==> src/rtl/accel_incr_engine.sv <==
// -----------------------------------------------------------------------------
// accel_incr_engine
//
// Purpose: walks SRAM words 0..N-1 and adds a small unsigned increment to each
// one (read, wait for data, write back). The engine shares a single-port SRAM
// with a host. The host owns the SRAM while the engine is idle or finishing,
// and loses access while a run is in flight.
//
// Ports:
//   clk          - single clock, rising edge
//   rst_n        - synchronous active-low reset
//   start        - level run request, only looked at while idle
//   max_cnt      - number of words N to process (starting at word 0)
//   incr         - unsigned increment, zero-extended to the data width
//   done         - one-cycle completion pulse
//   accel_state  - registered FSM state code
//   accel_error  - registered error code of the current / last run
//   host_*       - host word-addressed memory request / read data
//   sram_*       - single-port SRAM request / read data (1-cycle read latency)
// -----------------------------------------------------------------------------
module accel_incr_engine #(
  parameter int MEM_ADDR_WIDTH = 10,
  parameter int MEM_DATA_WIDTH = 32,
  parameter int MEM_DEPTH      = 1024
) (
  input  logic                        clk,
  input  logic                        rst_n,
  input  logic                        start,
  input  logic [7:0]                  max_cnt,
  input  logic [7:0]                  incr,
  output logic                        done,
  output logic [3:0]                  accel_state,
  output logic [3:0]                  accel_error,
  input  logic                        host_en,
  input  logic [MEM_ADDR_WIDTH-1:0]   host_addr,
  input  logic                        host_we,
  input  logic [MEM_DATA_WIDTH/8-1:0] host_be,
  input  logic [MEM_DATA_WIDTH-1:0]   host_wdata,
  output logic [MEM_DATA_WIDTH-1:0]   host_rdata,
  output logic                        sram_en,
  output logic [MEM_ADDR_WIDTH-1:0]   sram_addr,
  output logic                        sram_we,
  output logic [MEM_DATA_WIDTH/8-1:0] sram_be,
  output logic [MEM_DATA_WIDTH-1:0]   sram_wdata,
  input  logic [MEM_DATA_WIDTH-1:0]   sram_rdata
);

  localparam int BE_W  = MEM_DATA_WIDTH / 8;
  // Common width for comparing the word index against N and the depth.
  localparam int CMP_W = (MEM_ADDR_WIDTH + 1 > 8) ? MEM_ADDR_WIDTH + 1 : 8;
  localparam logic [CMP_W-1:0] DEPTH_C = CMP_W'(MEM_DEPTH);

  localparam logic [3:0] ERR_NONE      = 4'd0;
  localparam logic [3:0] ERR_ZERO_CNT  = 4'd1;
  localparam logic [3:0] ERR_RANGE     = 4'd2;
  localparam logic [3:0] ERR_COLLISION = 4'd3;

  typedef enum logic [3:0] {
    S_IDLE  = 4'd0,
    S_READ  = 4'd1,
    S_WAIT  = 4'd2,
    S_WRITE = 4'd3,
    S_DONE  = 4'd4
  } state_t;

  state_t                    state_reg, state_next;
  logic [MEM_ADDR_WIDTH-1:0] k_reg, k_next;
  logic [3:0]                err_reg, err_next;
  logic                      done_reg, done_next;
  logic [MEM_DATA_WIDTH-1:0] sum_reg, sum_next;
  logic [7:0]                n_reg, n_next;
  logic [7:0]                incr_reg, incr_next;

  logic [BE_W-1:0]           be_ones;
  logic                      busy;
  logic                      last_word;

  genvar gi;
  generate
    for (gi = 0; gi < BE_W; gi++) begin : g_be_ones
      assign be_ones[gi] = 1'b1;
    end
  endgenerate

  assign busy        = (state_reg == S_READ) || (state_reg == S_WAIT) ||
                       (state_reg == S_WRITE);
  // k+1 == N avoids the underflow that k == N-1 would need care with.
  assign last_word   = ((CMP_W'(k_reg) + CMP_W'(1)) == CMP_W'(n_reg));
  assign accel_state = state_reg;
  assign accel_error = err_reg;
  assign done        = done_reg;

  always_comb begin
    state_next = state_reg;
    k_next     = k_reg;
    err_next   = err_reg;
    done_next  = 1'b0;
    sum_next   = sum_reg;
    n_next     = n_reg;
    incr_next  = incr_reg;

    // Host owns the SRAM unless a run is in flight.
    sram_en    = host_en;
    sram_addr  = host_addr;
    sram_we    = host_we;
    sram_be    = host_be;
    sram_wdata = host_wdata;
    host_rdata = sram_rdata;

    if (busy) begin
      sram_en    = 1'b0;
      sram_addr  = '0;
      sram_we    = 1'b0;
      sram_be    = '0;
      sram_wdata = '0;
      host_rdata = '0;
      // Host request is dropped; flag it unless an error is already recorded.
      if (host_en && (err_reg == ERR_NONE)) begin
        err_next = ERR_COLLISION;
      end
    end

    case (state_reg)
      S_IDLE: begin
        if (start) begin
          err_next  = ERR_NONE;
          k_next    = '0;
          n_next    = max_cnt;
          incr_next = incr;
          if (max_cnt == 8'd0) begin
            err_next   = ERR_ZERO_CNT;
            state_next = S_DONE;
          end else if (CMP_W'(max_cnt) > DEPTH_C) begin
            err_next   = ERR_RANGE;
            state_next = S_DONE;
          end else begin
            state_next = S_READ;
          end
        end
      end
      S_READ: begin
        sram_en    = 1'b1;
        sram_we    = 1'b0;
        sram_addr  = k_reg;
        state_next = S_WAIT;
      end
      S_WAIT: begin
        // Carry out of the top bit is intentionally discarded.
        sum_next   = sram_rdata + MEM_DATA_WIDTH'(incr_reg);
        state_next = S_WRITE;
      end
      S_WRITE: begin
        sram_en    = 1'b1;
        sram_we    = 1'b1;
        sram_be    = be_ones;
        sram_addr  = k_reg;
        sram_wdata = sum_reg;
        if (last_word) begin
          state_next = S_DONE;
        end else begin
          k_next     = k_reg + MEM_ADDR_WIDTH'(1);
          state_next = S_READ;
        end
      end
      S_DONE: begin
        // Registered pulse: visible in the cycle after DONE.
        done_next  = 1'b1;
        state_next = S_IDLE;
      end
      default: begin
        state_next = S_IDLE;
      end
    endcase
  end

  always_ff @(posedge clk) begin
    if (!rst_n) begin
      state_reg <= S_IDLE;
      k_reg     <= '0;
      err_reg   <= ERR_NONE;
      done_reg  <= 1'b0;
      sum_reg   <= '0;
      n_reg     <= '0;
      incr_reg  <= '0;
    end else begin
      state_reg <= state_next;
      k_reg     <= k_next;
      err_reg   <= err_next;
      done_reg  <= done_next;
      sum_reg   <= sum_next;
      n_reg     <= n_next;
      incr_reg  <= incr_next;
    end
  end

endmodule

==> config.mk <==
export PLATFORM = sky130hd
export DESIGN_NAME = accel_incr_engine
export DESIGN_NICKNAME = d
export VERILOG_FILES = /design/src/rtl/accel_incr_engine.sv
export SDC_FILE = /design/constraint.sdc
export NUM_CORES = 1
export LEC_CHECK = 0
export BUFFER_PORTS_ARGS = -buffer_cell sky130_fd_sc_hd__buf_2
export CORE_MARGIN = 2
export CORE_UTILIZATION = 34
export DETAILED_ROUTE_END_ITERATION = 8
export HOLD_SLACK_MARGIN = 0.15
export PLACE_DENSITY = 0.65
export SLEW_MARGIN = 10
export SYNTH_ARGS = -nofsm -noshare
export SYNTH_HDL_FRONTEND = slang
export SYNTH_SLANG_ARGS = --single-unit
==> constraint.sdc <==
create_clock -name clk -period 2.95 [get_ports clk]
set_input_delay 0.1475 -clock clk [delete_from_list [all_inputs] [get_ports clk]]
set_output_delay 0.1475 -clock clk [all_outputs]
set_load 0.05 [all_outputs]
==> metrics.txt, run 1 <==
Row Count 40; f_max 0.369 GHz; Pins Over Slew Limit 0; clk sinks 66; clock-pin slew on the worst setup and hold paths 0.06 ns; Synth area leader dfxtp_1; Critical Path Max Stage Delay 0.49 ns; Seq cells post-synth 66; I/O pin cnt 188; R2R Setup Slk 0.24 ns; type of the worst setup path register to register; DRC 0; Root Buffer clkbuf_16; Post-synth EDFFs 0; routability congestion estimate 0.876; Port Buffers 186; pre-CTS setup slack 0.194 ns; Final Critical Period 2.71 ns; outcome complete, no violations; PwrDens 670 mW/mm^2; Seq/Total Area, Yosys 31.1%; DP Wirelength 10.1 mm; setup TNS 0 ns; first-pass GRT wire length 20.4 mm; worst-path cell chain ha_1 > and3_2 > nand3_1 > xnor2_1 > or4_4 > or2_2 > a221o_1; worst setup margin 0.242 ns; total grt overflow 0; largest net degree at the start of global routing 60; P_leak 2.62 nW; clock buffer depth 2; worst skew pair latency 0.32 ns; layout cells sized above 1 30.8%; asr flop ratio synth 0%; Num CTS Buffers 9; initial core utilization 35.1%; Die W 116 um; post-route ant nets 0; post-synthesis cell count 550; Wirelength per Cell 14.8 um; global-route usage over all layers 19.5%; Crit path required time 3.16 ns; die height 116 um; Crit path arrival time 2.92 ns; die area 0.0134 sq mm; CP Max Fanout 16; buffer count from post-CTS setup fixing 0; CTS tree yes; RSZ-0062 raised after global routing false; Synth warnings 0; max FFs per register 32; top-area cell type share of the netlist area 31.1%; Mapped Area 0.00425 sq mm; max_cap viols 0; Netlist cell types 57; Synth-to-Final Area Change 35.7%; final hold vios 0; vias 4638; average vias per placed instance 5.12; Initial DRC Count 242; final setup fails 0; commonest cells after routing, fill and taps aside buf_2 (186), nand2_1 (76), dfxtp_1 (66); Mean Syn Cell Area 7.73 sq um; CP endpoint kind register; largest vdd supply drop 0.313 mV; Crit-path slowest cell or4_4; H-tree levels 3; antenna violations before repair 0; NumNets Final 841; worst hold path class primary input to register; Filler cells 1239; most used flip-flop cell after synthesis dfxtp_1; Rel. slew slack 56.9%; Least-Margin Pin Slew 0.647 ns; DRT Pass-1 Iters 5; number of global-route vias before repair 4056; worst clock skew 0.00579 ns; startpoint types register; top cells by area, synth dfxtp_1 (31%), a22o_1 (8.7%), a21oi_1 (6.7%), nand2_1 (6.7%), and2_1 (5.2%); WL final 13.4 mm; n_diodes 0; commonest non-fill, non-tap cell in the layout buf_2; Final Cycle Share 91.8%; Synthesized Nets 659; Core Area 0.0121 sq mm
[layer usage]
metal	up-vias	track usage [%]	part of all wire (%)
met5	-	0	0
met4	0	6.19	1.2
met3	12	3.03	6.6
met2	166	31.3	47
met1	2138	26.9	45
li1	2322	-	-
[power by group]
group	internal (mW)	switching (mW)
registers	0.994	0.0834
clock network	0.674	0.380
logic	0.499	1.23
total	2.17	1.70
[path summary, 6_finish.rpt]
path | from | end | depth (start not counted)
setup / recovery | k_reg[0] | k_reg[2] | 7
hold / removal | sram_rdata[30] | sum_reg[30] | 3
setup reg to reg | k_reg[0] | k_reg[2] | 7
hold reg to reg | sum_reg[5] | sum_reg[5] | 2
[repair_timing]
| item | in CTS | in global routing |
|---|---|---|
| endpoints found under the setup margin | 0 | 2 |
| gates resized for setup | 0 | 1 |
| hold buffers | 18 | 0 |
| endpoints found under the hold margin | 18 | 0 |
[per-stage QoR]
step | power, mW | hold slack, ns | area (sq um) | cells | util (%)
2_1_floorplan | 2.39 | 0.283 | 4250 | 550 | -
3_3_place_gp | 2.79 | 0.394 | 5290 | 871 | 43.7
3_5_place_dp | 2.81 | 0.397 | 5290 | 871 | 43.7
4_1_cts | 3.90 | 0.152 | 5770 | 905 | 47.6
5_1_grt | 4.08 | 0.162 | 5770 | 905 | 47.6
6_report | 3.86 | 0.162 | 5770 | 905 | 47.6
[critical path, delay by kind of cell, from the launching register on]
kind                       cells  cell delay, ns
and+or+nand+nor                4            1.32
adders and majority gates      1            0.30
xor gates and xnor gates       1            0.17
DFF                            1            0.44
AOI/OAI and AO/OA              1            0.37
[final cells by class]
type	instances	area, sq um	area share, %
clock buffers	11	243	4.21
clock inverters	5	53.8	0.933
inverters	9	33.8	0.586
multi-input cells	431	2700	46.8
flip-flops and latches	66	1320	22.9
well taps	168	210	3.65
repair buffers	215	1210	20.9
[cells by family (layout without fill, tap and decap cells)]
family          count (synthesis)  count (layout)  synth area share [%]
compound gates                157             157                  24.4
xor+xnor                       40              40                  8.42
fa+ha+maj                      10              10                  3.12
buf+inv                        53             240                  5.54
flops                          66              66                  31.1
mux                             2               2                 0.501
other cells                     1               1                0.0883
simple gates                  221             221                  26.8
[synthesized netlist by cell type (10+ instances only)]
library cell and instances:
nor2_1 29, nor3_1 10, clkbuf_1 35, dfxtp_1 66, and2_1 35, nand3_1 16, o21ai_0 27, a22o_1 42
nand2_1 76, xor2_1 14, a21oi_1 57, and3_1 13, xnor2_1 25
Note: power is estimated with default switching activity, not from simulation.
==> inputs of run 2 (changes only) <==
PLACE_DENSITY = 0.67   (was 0.65)
clock period = 2.4 ns   (was 2.95 ns; I/O delays follow)
==> run 2 against run 1 <==
Design area increased by 8.7%. Cell count grew 4.3%. Hold slack improved by 0.012 ns. Via count is 3.4% higher. Setup slack worse by 0.14 ns. Sequential share of layout area down 1.7 points. Largest cell class unchanged. Maximum frequency is 18% higher. Die area stayed put. Wire length grew 4.2%. Non-clock buffer count rose by 38. Highest routed layer unchanged. Sequential power increased by 22%.
==> metrics.txt, run 2 (synthesis results as in run 1) <==
Core Area 0.0121 sq mm (unchanged); Least-Margin Pin Slew 0.571 ns (was 0.647 ns); CP Max Fanout 7 (was 16); DRT Pass-1 Iters 5 (unchanged); first-pass GRT wire length 20.8 mm (was 20.4 mm); max FFs per register 32 (unchanged); clk sinks 66 (unchanged); clock buffer depth 2 (unchanged); die area 0.0134 sq mm (unchanged); CTS tree yes (unchanged); I/O pin cnt 188 (unchanged); DRC 0 (unchanged); Final Cycle Share 95.7% (was 91.8%); Initial DRC Count 282 (was 242); vias 4798 (was 4638); Root Buffer clkbuf_16 (unchanged); Port Buffers 186 (unchanged); number of global-route vias before repair 4353 (was 4056); outcome complete, no violations (unchanged); initial core utilization 35.1% (unchanged); Crit path arrival time 2.49 ns (was 2.92 ns); global-route usage over all layers 19.8% (was 19.5%); P_leak 2.82 nW (was 2.62 nW); post-route ant nets 0 (unchanged); clock-pin slew on the worst setup and hold paths 0.05 ns (was 0.06 ns); Crit path required time 2.59 ns (was 3.16 ns); f_max 0.435 GHz (was 0.369 GHz); commonest non-fill, non-tap cell in the layout buf_2 (unchanged); Wirelength per Cell 14.8 um (about the same); Final Critical Period 2.30 ns (was 2.71 ns); n_diodes 0 (unchanged); WL final 13.9 mm (was 13.4 mm); routability congestion estimate 0.861 (was 0.876); Filler cells 1173 (was 1239); Row Count 40 (unchanged); largest net degree at the start of global routing 62 (was 60); Pins Over Slew Limit 0 (unchanged); Rel. slew slack 60.9% (was 56.9%); final hold vios 0 (unchanged); antenna violations before repair 0 (unchanged); startpoint types register (unchanged); largest vdd supply drop 0.366 mV (was 0.313 mV); RSZ-0062 raised after global routing true (was false); total power 4.94 mW (was 3.86 mW); DP Wirelength 10.0 mm (was 10.1 mm); die height 116 um (unchanged); commonest cells after routing, fill and taps aside buf_2 (186), nand2_1 (76), dfxtp_1 (61) (was buf_2 (186), nand2_1 (76), dfxtp_1 (66)); post-layout util 51.7% (was 47.6%); CP endpoint kind register (unchanged); worst skew pair latency 0.33 ns (was 0.32 ns); Num CTS Buffers 9 (unchanged); H-tree levels 3 (unchanged); max_cap viols 0 (unchanged); Synth-to-Final Area Change 47.4% (was 35.7%); final setup fails 0 (unchanged); worst hold path class primary input to register (unchanged); type of the worst setup path register to register (unchanged); PwrDens 789 mW/mm^2 (was 670 mW/mm^2); worst clock skew 0.00925 ns (was 0.00579 ns); total grt overflow 0 (unchanged); layout cells sized above 1 39.0% (was 30.8%); Die W 116 um (unchanged); NumNets Final 880 (was 841); average vias per placed instance 5.08 (was 5.12)
-- run 2: cell count changes in the layout (fill, tap and decap cells not counted), sizes merged --
cell,before,now
buf,197,223
dlygate4sd3,18,30
clkinv,5,2
clkbuf,11,13
clkinvlp,0,1
or2,3,4
-- run 2: final cells by class --
class,count,area (sq um),area share [%]
Inverter,9,33.8,0.539
Tap cell,168,210,3.36
Timing Repair Buffer,253,1550,24.7
Sequential cell,66,1330,21.2
Multi-Input combinational cell,432,2830,45.2
Clock buffer,13,270,4.31
Clock inverter,3,46.3,0.739
-- run 2: critical path: stages, from the launching register on --
cell	delay, ns
dfxtp_2	0.34
ha_4	0.18
and3_4	0.20
nor3b_2	0.17
nor3_1	0.07
or4_4	0.55
or2_4	0.31
buf_4	0.15
a21oi_2	0.12
nor3_1	0.06
-- run 2: repair_timing --
action | in CTS | in global routing
pin swaps | 0 | 12
resized for setup | 1 | 21
hold buffers | 30 | 0
buffers inserted | 0 | 2
cloned | 0 | 1
endpoints found under the hold margin | 30 | 0
setup endpoints to repair | 10 | 72
-- run 2: worst paths after layout --
| path | startpoint | to | slack (ns) | cells after the start |
|---|---|---|---|---|
| worst min register to register | sum_reg[2] | sum_reg[2] | 0.46 | 2 |
| worst max register to register | k_reg[1] | k_reg[0] | 0.10 | 9 |
| worst max-delay path | k_reg[1] | k_reg[0] | 0.10 | 9 |
| worst min-delay path | sram_rdata[17] | sum_reg[17] | 0.17 | 3 |
-- run 2: per-stage QoR --
step	instances	TNS [ns]	hold slack [ns]	setup slack (ns)	instance area, sq um
floorplan	550	0	0.256	0.00725	4300
global placement	895	-0.145	0.367	-0.0697	5550
finish	944	0	0.174	0.103	6260
global route	944	-0.0400	0.161	-0.0216	6260
detailed placement	895	-0.287	0.371	-0.0952	5550
CTS	941	0	0.155	0.000679	6170
-- run 2: routing by layer --
layer / GRT usage (%) / vias up / routed length, um
met4: 5.71 / 0 / 156
met1: 26.0 / 2242 / 6230
met5: 0 / - / 0
met3: 3.29 / 9 / 709
met2: 33.5 / 147 / 6850
li1: - / 2400 / -
-- run 2: report_power, final --
group / internal [mW] / switching, mW
Clock: 0.891 / 0.481
Combinational: 0.699 / 1.55
Sequential: 1.22 / 0.0944
